## src/rtl/ttlock_key_ctrl_pkg.sv

```systemverilog
// Shared types and sizing helpers for the TTLock key-application controller.
package ttlock_ctrl_pkg;

  localparam int KEY_W_DEFAULT = 32;

  typedef enum logic [2:0] {
    IDLE,
    SHIFT,
    SETTLE,
    RESP,
    LOCKOUT
  } ctrl_state_e;

  // Bits needed to hold any count 0..max_val; never narrower than one bit.
  function automatic int cnt_w(input int max_val);
    return (max_val < 1) ? 1 : $clog2(max_val + 1);
  endfunction

endpackage

```

## src/rtl/ttlock_key_ctrl_if.sv

```systemverilog
// Request/response handshake bundle between a query source and ttlock_key_ctrl.
interface ttlock_key_ctrl_if
  import ttlock_ctrl_pkg::*;
#(
  parameter int KEY_W = KEY_W_DEFAULT
);

  logic             req_valid;
  logic             req_ready;
  logic [KEY_W-1:0] req_key;
  logic             req_expect;
  logic             rsp_valid;
  logic             rsp_ready;
  logic             rsp_out;
  logic             rsp_match;

  modport master (
    output req_valid, req_key, req_expect, rsp_ready,
    input  req_ready, rsp_valid, rsp_out, rsp_match
  );

  modport slave (
    input  req_valid, req_key, req_expect, rsp_ready,
    output req_ready, rsp_valid, rsp_out, rsp_match
  );

endinterface

```

## src/rtl/ttlock_key_ctrl_shifter.sv

```systemverilog
// Serial key loader: load buffer feeding a shadow register LSB first.
// TTLOCK_KEY_SCRUB_EN: shadow is wiped once its contents have been handed off.
module ttlock_key_shifter
  import ttlock_ctrl_pkg::*;
#(
  parameter int KEY_W = KEY_W_DEFAULT
) (
  input  logic             clk,
  input  logic             rst_n,
  input  logic             load,
  input  logic [KEY_W-1:0] key_in,
  output logic             busy,
  output logic             done,
  output logic [KEY_W-1:0] shadow_q
);

  localparam int CW = cnt_w(KEY_W - 1);

  logic [KEY_W-1:0] load_buf;
  logic [CW-1:0]    bit_cnt;

  // The load edge already shifts bit 0, so the last bit lands KEY_W-1 edges
  // later and the full shadow is visible while done is high.
  assign done = busy && (bit_cnt == CW'(KEY_W - 1));

  always_ff @(posedge clk or negedge rst_n) begin
    if (!rst_n) begin
      load_buf <= '0;
      shadow_q <= '0;
      bit_cnt  <= '0;
      busy     <= 1'b0;
    end else if (load) begin
      load_buf <= key_in >> 1;
      shadow_q <= {key_in[0], shadow_q[KEY_W-1:1]};
      bit_cnt  <= '0;
      busy     <= 1'b1;
    end else if (done) begin
      busy     <= 1'b0;
`ifdef TTLOCK_KEY_SCRUB_EN
      shadow_q <= '0;
`endif
    end else if (busy) begin
      load_buf <= load_buf >> 1;
      shadow_q <= {load_buf[0], shadow_q[KEY_W-1:1]};
      bit_cnt  <= bit_cnt + CW'(1);
    end
  end

endmodule

```

## src/rtl/ttlock_key_ctrl.sv

```systemverilog
// Applies candidate keys to a TTLock-locked netlist, samples and grades its output.
// TTLOCK_KEY_SCRUB_EN: clear key_out on each response handshake.
module ttlock_key_ctrl
  import ttlock_ctrl_pkg::*;
#(
  parameter int KEY_W      = KEY_W_DEFAULT,
  parameter int SETTLE_CYC = 2,
  parameter int MAX_FAIL   = 8
) (
  input  logic                       clk,
  input  logic                       rst_n,
  ttlock_key_ctrl_if.slave           bus,
  output logic [KEY_W-1:0]           key_out,
  input  logic                       lock_out,
  output logic [cnt_w(MAX_FAIL)-1:0] fail_cnt,
  output logic                       locked
);

  localparam int FW = cnt_w(MAX_FAIL);
  localparam int SW = cnt_w(SETTLE_CYC);

  ctrl_state_e      state, state_nxt;
  logic [SW-1:0]    settle_cnt;
  logic             exp_q;
  logic             sh_busy, sh_done;
  logic [KEY_W-1:0] shadow_q;
  logic             accept, rsp_hs, settle_done;
  logic [FW-1:0]    fail_nxt;

  assign accept      = bus.req_valid && bus.req_ready;
  assign rsp_hs      = (state == RESP) && bus.rsp_ready;
  assign settle_done = (state == SETTLE) && (settle_cnt == SW'(SETTLE_CYC - 1));
  assign fail_nxt    = bus.rsp_match ? '0 : fail_cnt + FW'(1);

  ttlock_key_shifter #(.KEY_W(KEY_W)) u_shifter (
    .clk      (clk),
    .rst_n    (rst_n),
    .load     (accept),
    .key_in   (bus.req_key),
    .busy     (sh_busy),
    .done     (sh_done),
    .shadow_q (shadow_q)
  );

  always_ff @(posedge clk or negedge rst_n) begin
    if (!rst_n) state <= IDLE;
    else        state <= state_nxt;
  end

  always_comb begin
    state_nxt     = state;
    bus.req_ready = 1'b0;
    locked        = 1'b0;
    case (state)
      IDLE: begin
        bus.req_ready = !sh_busy;
        if (bus.req_valid && !sh_busy) state_nxt = SHIFT;
      end
      SHIFT:   if (sh_done)     state_nxt = SETTLE;
      SETTLE:  if (settle_done) state_nxt = RESP;
      RESP:    if (rsp_hs)      state_nxt = (fail_nxt == FW'(MAX_FAIL)) ? LOCKOUT : IDLE;
      LOCKOUT: locked = 1'b1;
      default: state_nxt = IDLE;
    endcase
  end

  // key_out only ever changes to a fully shifted key or to zero, never a partial one.
  always_ff @(posedge clk or negedge rst_n) begin
    if (!rst_n) begin
      key_out       <= '0;
      settle_cnt    <= '0;
      exp_q         <= 1'b0;
      bus.rsp_valid <= 1'b0;
      bus.rsp_out   <= 1'b0;
      bus.rsp_match <= 1'b0;
      fail_cnt      <= '0;
    end else begin
      if (accept) exp_q <= bus.req_expect;
      case (state)
        SHIFT: begin
          if (sh_done) begin
            key_out    <= shadow_q;
            settle_cnt <= '0;
          end
        end
        SETTLE: begin
          if (settle_done) begin
            bus.rsp_out   <= lock_out;
            bus.rsp_match <= (lock_out == exp_q);
            bus.rsp_valid <= 1'b1;
          end else begin
            settle_cnt <= settle_cnt + SW'(1);
          end
        end
        RESP: begin
          if (rsp_hs) begin
            bus.rsp_valid <= 1'b0;
            fail_cnt      <= fail_nxt;
`ifdef TTLOCK_KEY_SCRUB_EN
            key_out       <= '0;
`else
            if (fail_nxt == FW'(MAX_FAIL)) key_out <= '0;
`endif
          end
        end
        LOCKOUT: begin
          key_out       <= '0;
          bus.rsp_valid <= 1'b0;
        end
        default: ;
      endcase
    end
  end

endmodule

```

## src/flat_wrapper.sv

```systemverilog
// flat-port wrapper written by rule: the top's interface ports become plain ports
module ttlock_key_ctrl_flat import ttlock_ctrl_pkg::*;
#(
  parameter int KEY_W      = KEY_W_DEFAULT,
  parameter int SETTLE_CYC = 2,
  parameter int MAX_FAIL   = 8
)
  (clk, rst_n, key_out, lock_out, fail_cnt, locked, bus_req_valid, bus_req_key, bus_req_expect, bus_rsp_ready, bus_req_ready, bus_rsp_valid, bus_rsp_out, bus_rsp_match);
  ttlock_key_ctrl_if #(.KEY_W(KEY_W)) bus_i ();
  input  logic clk;
  input  logic rst_n;
  output logic [KEY_W-1:0] key_out;
  input  logic lock_out;
  output logic [cnt_w(MAX_FAIL)-1:0] fail_cnt;
  output logic locked;
  input wire logic [$bits(bus_i.req_valid)-1:0] bus_req_valid;
  input wire logic [$bits(bus_i.req_key)-1:0] bus_req_key;
  input wire logic [$bits(bus_i.req_expect)-1:0] bus_req_expect;
  input wire logic [$bits(bus_i.rsp_ready)-1:0] bus_rsp_ready;
  output wire logic [$bits(bus_i.req_ready)-1:0] bus_req_ready;
  output wire logic [$bits(bus_i.rsp_valid)-1:0] bus_rsp_valid;
  output wire logic [$bits(bus_i.rsp_out)-1:0] bus_rsp_out;
  output wire logic [$bits(bus_i.rsp_match)-1:0] bus_rsp_match;
  assign bus_i.req_valid = bus_req_valid;
  assign bus_i.req_key = bus_req_key;
  assign bus_i.req_expect = bus_req_expect;
  assign bus_i.rsp_ready = bus_rsp_ready;
  assign bus_req_ready = bus_i.req_ready;
  assign bus_rsp_valid = bus_i.rsp_valid;
  assign bus_rsp_out = bus_i.rsp_out;
  assign bus_rsp_match = bus_i.rsp_match;
  ttlock_key_ctrl #(.KEY_W(KEY_W), .SETTLE_CYC(SETTLE_CYC), .MAX_FAIL(MAX_FAIL)) u_core (.clk(clk), .rst_n(rst_n), .bus(bus_i), .key_out(key_out), .lock_out(lock_out), .fail_cnt(fail_cnt), .locked(locked));
endmodule
```

## config.mk

```make
export PLATFORM = sky130hd
export DESIGN_NAME = ttlock_key_ctrl_flat
export DESIGN_NICKNAME = d
export VERILOG_FILES = /design/src/rtl/ttlock_key_ctrl_pkg.sv /design/src/rtl/ttlock_key_ctrl_if.sv /design/src/rtl/ttlock_key_ctrl_shifter.sv /design/src/rtl/ttlock_key_ctrl.sv /design/src/flat_wrapper.sv
export SDC_FILE = /design/constraint.sdc
export NUM_CORES = 1
export LEC_CHECK = 0
export ABC_AREA = 1
export BUFFER_PORTS_ARGS = -buffer_cell sky130_fd_sc_hd__buf_2
export CAP_MARGIN = 20
export CORE_MARGIN = 2
export CORE_UTILIZATION = 45
export CTS_BUF_LIST = sky130_fd_sc_hd__clkbuf_4
export CTS_CLUSTER_DIAMETER = 30
export DETAILED_ROUTE_END_ITERATION = 12
export HOLD_SLACK_MARGIN = 0.03
export PLACE_DENSITY = 0.66
export SLEW_MARGIN = 20
export SYNTH_ARGS = -nofsm -noshare
export SYNTH_HDL_FRONTEND = slang
export SYNTH_SLANG_ARGS = --single-unit
```

## constraint.sdc

```tcl
create_clock -name clk -period 4 [get_ports clk]
set_input_delay 0.4 -clock clk [delete_from_list [all_inputs] [get_ports clk]]
set_output_delay 0.4 -clock clk [all_outputs]
set_load 0.02 [all_outputs]
```

==> results.cfg, run 1 <==
[outcome]
outcome = complete, no violations

[synth]
yosys.cell_count.top_type = nand2_1
synth_area_leaders = dfrtp_1 57%, nand2_1 13%, nand3_1 6.8%, o21ai_0 5.3%, nor2_1 4.7%
synthArstFlopShare_pct = 100.0
syn_avg_cell_area_sq_um = 8.360
synth_top_cell_area_share_pct = 56.59
ys_top_cells_by_count = 181 x nand2_1, 114 x dfrtp_1, 68 x nand3_1
yosys_warnings = 0
synth_ff_type = dfrtp_1
synth-edff-count = 0
syn-instance-count = 603
yosysTopAreaCell = dfrtp_1
syn_nets = 645
ys_seq_elements = 114
yosysSeqAreaShare_pct = 56.59
yosys.cell_types.count = 27
synthesis.area_sq_um = 5041

[layout]
antenna_cells = 0
area_growth_syn_to_layout_pct = 15.19
fin_cells = 829
fillers = 1042
final_nets = 719
final_core_util_pct = 53.33
drive_above_1_share_pct = 18.58

[min_path]
min_path_type = input pin to flip-flop
min_to = u_core.exp_q
hold_path_startpoint = bus_req_expect
hold_path_depth = 3

[setup_path]
cp-end-kind = flip-flop
worstSetupPathType = flip-flop to flip-flop
cp.required_ns = 4.45
timing.rr.end = u_core.u_shifter.load_buf[27]
cp.arrival_ns = 2.89
worstRegToRegCells = 5
r2r_start = u_core.u_shifter.busy
ff2ff_setup_slack_ns = 1.55
start_kind = flip-flop
path_max_fanout = 33

[route]
drt-met1-wl_um = 4831
firstDrtPassIters = 4
route.detailed.drc = 0
dr_wl_met2_um = 4798
wl_met3_um = 540
vias = 4112
routed_wl_um = 10330
drt_iter0_drc = 228
post_drt_via_cell_ratio = 4.960
drt-wirelength-per-cell_um = 12.46
top_layer = met4
postRouteAntennaNets = 0

[timing]
timing.final.crit_share_pct = 61.14
hold_violations = 0
relSlewSlack_pct = 39.81
drv_slew = 0
min_period_ns = 2.446
rsz0062_at_grt = no
fmax_mhz = 408.9
setup_viol = 0
clock_skew_ns = 0.01507
fin_tns_setup_ns = 0
tightest_slew_ns = 0.9018

[global_route]
grt_pass1_wl_um = 18400
overflow = 0
track_usage_pct = 19.50
antenna_found_initial = 0
grt_pass1_vias = 4150
grt_max_degree = 69

[pwr]
p_int_mw = 2.792
p_per_area_nw_per_um2 = 831.0
pwr-share-clk_pct = 19.2
seqPwrFrac_pct = 40.2
power.total_mw = 4.826
p_sw_share_pct = 42.14
power_leakage_nw = 3.055
p_comb_share_pct = 40.6
power_switching_mw = 2.034
irDropWorstVdd_mv = 0.3471

[floorplan]
die-area_sq_um = 12060
chipHeight_um = 109.8
core_area_sq_um = 10890
io_pins = 79
die_x_um = 109.8
start_util_pct = 46.30
placementRows = 38

[placement]
dp_cells = 797
hpwlAfterDp_um = 6870
numPortBuffers = 78
gp_congestion = 0.7733

[clocking]
clock-sinks = 114
clock_path_buffers = 2
insertion_delay_ns = 0.52
cts_buffers = 17
cts_tree = done
post_cts_buffers = 0
cts_resized = 0
clk_pin_slew_ns = 0.10
h-tree-depth = 4
root_buffer = clkbuf_4

[job]
drv_cap = 0
[worst max-delay path by stage]
| stage | to | startpoint | depth (start not counted) |
|---|---|---|---|
| floorplan | u_core.u_shifter.load_buf[15] | u_core.u_shifter.bit_cnt[0] | 11 |
| global placement | u_core.u_shifter.load_buf[28] | u_core.u_shifter.busy | 5 |
| detailed placement | u_core.u_shifter.load_buf[6] | u_core.u_shifter.busy | 5 |
| CTS | u_core.u_shifter.load_buf[6] | u_core.u_shifter.busy | 5 |
| global route | u_core.u_shifter.load_buf[4] | u_core.u_shifter.busy | 5 |
| finish | u_core.u_shifter.load_buf[27] | u_core.u_shifter.busy | 5 |
[per-stage QoR]
stage	cell area, sq um	hold slack [ns]	setup slack [ns]
after floorplan	5041	0.1044	2.243
after global placement	5487	0.4527	1.694
after detailed placement	5487	0.4538	1.583
after CTS	5804	0.05314	1.569
after global routing	5807	0.05419	1.260
final	5807	0.08940	1.554
[cell families after synthesis]
kind of cell,count (synthesis),synth area share (%)
XOR/XNOR,2,0.3475
adder cells (fa/ha/maj),4,0.9928
buffers and inverters,83,7.272
AND/OR/NAND/NOR,321,26.48
flip-flops,114,56.59
AO/OA/AOI/OAI,79,8.315
[per-layer routing]
layer | track usage (%) | vias to the layer above
met4 | 7.776 | 0
met2 | 30.94 | 98
met1 | 25.54 | 1940
met5 | 0 | -
met3 | 5.039 | 14
li1 | - | 2060
[cells in the final DEF (no fill, tap or decap), drive strengths merged]
master	instances
or2	1
clkbuf	19
nand3	69
nor2	63
a21oi	18
nand3b	1
buf	84
clkinv	7
bufinv	4
dlygate4sd3	1
dfrtp	114
clkinvlp	1
nand2	185
o31ai	1
xor2	2
inv	53
o21ai	55
o21a	1
nor3	2
o22ai	2
o211ai	2
ha	4
[sequential cells by signal, indices dropped and copies added, names as in the netlist]
signal	count
u_core.fail_cnt	4
u_core.state	3
u_core.bus.rsp_valid	1
u_core.u_shifter.shadow_q	32
u_core.bus.rsp_match	1
u_core.u_shifter.busy	1
u_core.exp_q	1
u_core.u_shifter.load_buf	31
u_core.key_out	32
u_core.bus.rsp_out	1
u_core.settle_cnt	2
u_core.u_shifter.bit_cnt	5
[critical path: stages (launching register included)]
cell,delay (ns)
dfrtp_1,0.66
nor2_1,0.27
nand3_2,0.32
inv_1,0.79
nand2_1,0.19
nand3_1,0.14
[layout make-up]
cell class                      instances  area (sq um)  share of cell area (%)
Clock buffer                           19         142.6                   2.456
Clock inverter                         12         165.2                   2.844
Inverter                               53         198.9                   3.426
Multi-Input combinational cell        406          1824                   31.42
Sequential cell                       114          2853                   49.13
Tap cell                              140         175.2                   3.017
Timing Repair Buffer                   85         447.9                   7.714
[repair_timing]
| item | CTS | global route |
|---|---|---|
| hold endpoints to repair | 66 | 0 |
| hold buffers | 1 | 0 |
| endpoints found under the setup margin | 0 | 0 |
[power groups by stage]
stage          sequential, mW  clock (mW)  combinational, mW
6_report                 1.94       0.927               1.96
5_1_grt                  2.01        1.00               2.27
2_1_floorplan            2.05           0               1.43
3_5_place_dp             1.96           0               1.98
3_3_place_gp             1.94           0               1.93
4_1_cts                  1.94       0.955               1.99
No activity file was read; power rests on OpenSTA's default activity.
==> inputs of run 2 (changes only) <==
--- a/config.mk
+++ b/config.mk
@@ -14,7 +14,7 @@
 export CTS_CLUSTER_DIAMETER = 30
 export DETAILED_ROUTE_END_ITERATION = 12
 export HOLD_SLACK_MARGIN = 0.03
-export PLACE_DENSITY = 0.66
+export PLACE_DENSITY = 0.68
 export SLEW_MARGIN = 20
 export SYNTH_ARGS = -nofsm -noshare
 export SYNTH_HDL_FRONTEND = slang
==> constraint.sdc (replaced) <==
create_clock -name clk -period 2.25 [get_ports clk]
set_input_delay 0.225 -clock clk [delete_from_list [all_inputs] [get_ports clk]]
set_output_delay 0.225 -clock clk [all_outputs]
set_load 0.02 [all_outputs]
==> run 2 against run 1 <==
Compared with the run above: combinational power increased by 90%; via count increased by 3.2%; worst hold slack improved by 0.046 ns; clock-buffer cell count decreased by 1; critical path type unchanged; sequential cell count unchanged.
==> results.cfg, run 2 (synthesized netlist as in run 1, its figures left out) <==
[floorplan]
io_pins = 79
placementRows = 38
die_x_um = 109.8
die-area_sq_um = 12060
start_util_pct = 46.30
core_area_sq_um = 10890
chipHeight_um = 109.8

[setup_path]
cp_num_buf_inv = 1
path_max_fanout = 33
cp.arrival_ns = 2.40
start_kind = flip-flop
cp-end-kind = flip-flop
cp_cell_sequence = ha_1, nand2_1, nor2_1, ha_1, nand2_1, a21oi_4, buf_4, nand3_1, nand2_1
cp.required_ns = 2.71
ff2ff_setup_slack_ns = 0.30
cp_top_family = simple AND/OR/NAND/NOR gates
timing.rr.end = u_core.key_out[19]
crit_top_cell = nand2_1
slowest_delay_ns = 0.40
crit_slowest_cell = dfrtp_1
worstRegToRegCells = 9
worstSetupPathType = flip-flop to flip-flop
r2r_start = u_core.u_shifter.bit_cnt[0]

[job]
drv_cap = 0

[pwr]
p_per_area_nw_per_um2 = 1374
irDropWorstVdd_mv = 0.5775
power_leakage_nw = 3.213

[clocking]
insertion_delay_ns = 0.51
root_buffer = clkbuf_4
clock_path_buffers = 2
cts_tree = done
cts_buffers = 17
cts_resized = 0
clk_pin_slew_ns = 0.11
clock-sinks = 114
h-tree-depth = 4

[layout]
reg_top3 = u_core.key_out: 32 flops, u_core.u_shifter.shadow_q: 32 flops, u_core.u_shifter.load_buf: 31 flops
antenna_cells = 0
area_growth_syn_to_layout_pct = 22.46
final_nets = 761
drive_above_1_share_pct = 18.58
final_common_cell = nand2_1
layout_common_cells = 181 x nand2_1, 114 x dfrtp_1, 77 x buf_2
fin_cells = 872

[route]
vias = 4245
route.detailed.drc = 0
postRouteAntennaNets = 0
post_drt_via_cell_ratio = 4.868
routed_wl_um = 10910
drt_iter0_drc = 200
drt-wirelength-per-cell_um = 12.51
firstDrtPassIters = 5

[global_route]
grt_max_degree = 70
grt_pass1_vias = 4172
overflow = 0
track_usage_pct = 20.04
grt_pass1_wl_um = 18860
antenna_found_initial = 0

[placement]
numPortBuffers = 78
dp_cells = 805
gp_congestion = 0.7721
hpwlAfterDp_um = 6969
post-place-ws_ns = 0.3241

[timing]
hold_violations = 0
layout_setup_ws_ns = 0.3028
fmax_mhz = 513.6
clock_skew_ns = 0.01440
relSlewSlack_pct = 73.46
min_period_ns = 1.947
fin_tns_setup_ns = 0
drv_slew = 0
setup_viol = 0
rsz0062_at_grt = no
timing.final.crit_share_pct = 86.54
tightest_slew_ns = 0.3959
hold_ws_ns = 0.1355

[outcome]
outcome = complete, no violations

[min_path]
min_path_type = input pin to async pin
## run 2: cell count changes in the layout (fill, tap and decap cells not counted), sizes merged
cell         before  now
buf              84   92
bufinv            4    1
dlygate4sd3       1   35
inv              53   54
clkbuf           19   18
clkinvlp          1    3
clkinv            7    9
## run 2: what timing repair did
action	in CTS	in global routing
endpoints found under the hold margin	142	0
buffers inserted	0	0
hold buffers	35	0
## run 2: where the power goes
part	internal (mW)	switching, mW
logic	1.29	2.43
registers	2.93	0.484
clock network	0.552	0.803
total	4.76	3.72
## run 2: how the worst max path moves through the flow
stage	from	cells past startpoint	slack (ns)	end
floorplan	u_core.u_shifter.bit_cnt[0]	11	0.49	u_core.u_shifter.load_buf[15]
global placement	u_core.u_shifter.bit_cnt[0]	9	0.39	u_core.key_out[15]
detailed placement	u_core.u_shifter.bit_cnt[0]	9	0.32	u_core.key_out[19]
CTS	u_core.u_shifter.bit_cnt[0]	9	0.30	u_core.key_out[19]
global route	u_core.u_shifter.bit_cnt[0]	9	0.10	u_core.key_out[17]
finish	u_core.u_shifter.bit_cnt[0]	9	0.30	u_core.key_out[19]
## run 2: area by class of cell
class	count	area [sq um]
Sequential cell	114	2853
Fill cell	1006	4715
Clock buffer	18	135.1
Timing Repair Buffer	127	873.3
Multi-Input combinational cell	406	1822
Clock inverter	14	116.4
Tap cell	140	175.2
Inverter	53	198.9
## run 2: metrics by stage
stage | total power, mW | util [%] | area [sq um]
after floorplan | 6.193 | - | 5041
after global placement | 7.008 | 51.17 | 5572
after detailed placement | 7.146 | 51.17 | 5572
after CTS | 8.580 | 56.70 | 6173
after global routing | 9.315 | 56.70 | 6173
final | 8.480 | 56.70 | 6173
## run 2: routing by layer
layer	GRT usage, %	part of all wire [%]	up-vias
met5	0	0	-
met4	6.600	1.7	0
met3	6.520	5.2	19
met2	31.60	48	95
met1	26.14	45	1986
li1	-	-	2145
## run 2: worst reg2reg max path, delay by kind of cell, from the launching register on
kind	cells	cell delay (ns)
flops	1	0.40
compound gates	1	0.24
fa+ha+maj	2	0.33
simple gates	5	0.56
buf+inv	1	0.36
==> inputs of run 3 (changes only) <==
--- a/config.mk
+++ b/config.mk
@@ -14,7 +14,7 @@
 export CTS_CLUSTER_DIAMETER = 30
 export DETAILED_ROUTE_END_ITERATION = 12
 export HOLD_SLACK_MARGIN = 0.03
-export PLACE_DENSITY = 0.68
+export PLACE_DENSITY = 0.66
 export SLEW_MARGIN = 20
 export SYNTH_ARGS = -nofsm -noshare
 export SYNTH_HDL_FRONTEND = slang
==> constraint.sdc (replaced) <==
create_clock -name clk -period 2.2 [get_ports clk]
set_input_delay 0.22 -clock clk [delete_from_list [all_inputs] [get_ports clk]]
set_output_delay 0.22 -clock clk [all_outputs]
set_load 0.02 [all_outputs]
==> run 3 against run 2 <==
Compared with the run above: clock power rose by 17%; critical path type unchanged; combinational power rose by 3%; non-clock buffer count decreased by 3; largest power group unchanged; clock-buffer cell count rose by 1; critical endpoint is now u_core.u_shifter.load_buf[4]; maximum frequency rose by 2.0%; first-iteration DRC count is the same; core utilization up 0.21 points; critical path depth grew 1; routed wire length is 5.0% higher; sequential cell count stayed put; sequential power grew 2%; setup slack got worse by 0.012 ns.
==> results.cfg, run 3 (synthesized netlist as in run 1, its figures left out) <==
[setup_path]
cp-end-kind = flip-flop
r2r_start = u_core.u_shifter.bit_cnt[0]
slowest_delay_ns = 0.42
worstSetupPathType = flip-flop to flip-flop
cp.arrival_ns = 2.36
path_max_fanout = 70
crit_slowest_cell = dfrtp_1
worstRegToRegCells = 10
ff2ff_setup_slack_ns = 0.29
start_kind = flip-flop
cp.required_ns = 2.65
cp_cell_sequence = ha_1, nand2_1, nor2_1, ha_1, nand2_1, nand2_2, nand2_2, buf_12, nor2_1, a21oi_1
timing.rr.end = u_core.u_shifter.load_buf[4]

[route]
drt-wirelength-per-cell_um = 13.19
postRouteAntennaNets = 0
vias = 4274
routed_wl_um = 11450
route.detailed.drc = 0
post_drt_via_cell_ratio = 4.924
firstDrtPassIters = 5
drt_iter0_drc = 200

[global_route]
antenna_found_initial = 0
grt_pass1_vias = 4219
overflow = 0
grt_max_degree = 71
grt_pass1_wl_um = 19260
track_usage_pct = 20.79

[placement]
hpwlAfterDp_um = 6999
numPortBuffers = 78
gp_congestion = 0.8029
dp_cells = 802

[min_path]
hold_path_startpoint = bus_rsp_ready
min_path_type = input pin to flip-flop
min_to = u_core.fail_cnt[2]
hold_path_depth = 3

[pwr]
irDropWorstVdd_mv = 0.5373
power_leakage_nw = 3.222
p_sw_share_pct = 42.60
p_per_area_nw_per_um2 = 1438
p_int_mw = 5.115
power.total_mw = 8.910
seqPwrFrac_pct = 39.1
power_switching_mw = 3.796
pwr-share-clk_pct = 17.8
p_comb_share_pct = 43.0

[timing]
timing.final.crit_share_pct = 86.79
fmax_mhz = 523.7
clock_skew_ns = 0.009105
rsz0062_at_grt = no
hold_violations = 0
relSlewSlack_pct = 64.88
tightest_slew_ns = 0.5268
fin_tns_setup_ns = 0
hold_ws_ns = 0.1335
drv_slew = 0
setup_viol = 0
min_period_ns = 1.909

[clocking]
root_buffer = clkbuf_4
post_cts_buffers = 0
h-tree-depth = 4
clock_path_buffers = 2
cts_buffers = 17
clk_pin_slew_ns = 0.10
clock-sinks = 114
cts_resized = 0
ctsHoldBuffers = 35
cts_tree = done
insertion_delay_ns = 0.53

[floorplan]
die-area_sq_um = 12060
core_area_sq_um = 10890
placementRows = 38
io_pins = 79
chipHeight_um = 109.8
start_util_pct = 46.30
die_x_um = 109.8

[layout]
reg_top3 = u_core.key_out: 32 flops, u_core.u_shifter.shadow_q: 32 flops, u_core.u_shifter.load_buf: 31 flops
seq_area_sq_um = 2853
final_common_cell = nand2_1
area_growth_syn_to_layout_pct = 22.91
drive_above_1_share_pct = 17.99
fin_cells = 868
layout_common_cells = 181 x nand2_1, 114 x dfrtp_1, 77 x buf_2
fillers = 1014
antenna_cells = 0
final_nets = 758
multi_input_comb_area_sq_um = 1822

[job]
drv_cap = 0

[outcome]
outcome = complete, no violations
==> run 3: cell types whose count changed in the layout (fill, tap and decap cells not counted) <==
cell / change
clkinvlp_4: -1
inv_6: -1
clkinv_1: +1
clkinv_4: -2
buf_12: +1
clkbuf_4: +1
bufinv_16: +2
clkinv_2: -1
buf_4: -4
==> run 3: worst max path at each step <==
stage / start / endpoint / slack [ns] / cells past startpoint
finish: u_core.u_shifter.bit_cnt[0] / u_core.u_shifter.load_buf[4] / 0.29 / 10
global placement: u_core.fail_cnt[0] / u_core.key_out[23] / 0.35 / 9
CTS: u_core.u_shifter.bit_cnt[0] / u_core.u_shifter.load_buf[4] / 0.28 / 10
detailed placement: u_core.u_shifter.bit_cnt[0] / u_core.u_shifter.load_buf[4] / 0.31 / 10
global route: u_core.fail_cnt[0] / u_core.key_out[17] / 0.12 / 9
floorplan: u_core.u_shifter.bit_cnt[0] / u_core.u_shifter.load_buf[15] / 0.44 / 11
==> run 3: per-layer routing <==
layer / vias to the layer above / track usage (%) / wire (um)
met1: 2007 / 26.67 / 5146
met5: - / 0 / 0
met4: 0 / 8.228 / 194
li1: 2141 / - / -
met2: 107 / 33.09 / 5471
met3: 19 / 6.106 / 641
==> run 3: power by group through the flow <==
| stage | registers (mW) | logic, mW | clock network, mW |
|---|---|---|---|
| after floorplan | 3.73 | 2.60 | 0 |
| after global placement | 3.48 | 3.71 | 0 |
| after detailed placement | 3.52 | 3.82 | 0 |
| after CTS | 3.49 | 3.88 | 1.63 |
| after global routing | 3.62 | 4.37 | 1.73 |
| final | 3.48 | 3.84 | 1.59 |
==> run 3: stage by stage <==
step                setup slack (ns)  area (sq um)  util (%)
CTS                           0.2761          6196     56.91
global placement              0.3501          5562     51.08
global route                  0.1246          6196     56.91
detailed placement            0.3146          5562     51.08
floorplan                     0.4432          5041         -
finish                        0.2905          6196     56.91
==> run 3: area by class of cell <==
cell class / count / share of cell area (%)
Inverter: 53 / 3.211
Clock inverter: 12 / 2.282
Multi-Input combinational cell: 406 / 29.40
Clock buffer: 19 / 2.302
Sequential cell: 114 / 46.04
Timing Repair Buffer: 124 / 13.93
Tap cell: 140 / 2.827
==> run 3: worst max-delay path, delay by kind of cell, from the launching register on <==
kind                       cells  cell delay (ns)
DFF                            1             0.42
adders and majority gates      2             0.38
buffers and inverters          1             0.27
AOI/OAI and AO/OA              1             0.13
and+or+nand+nor                6             0.64
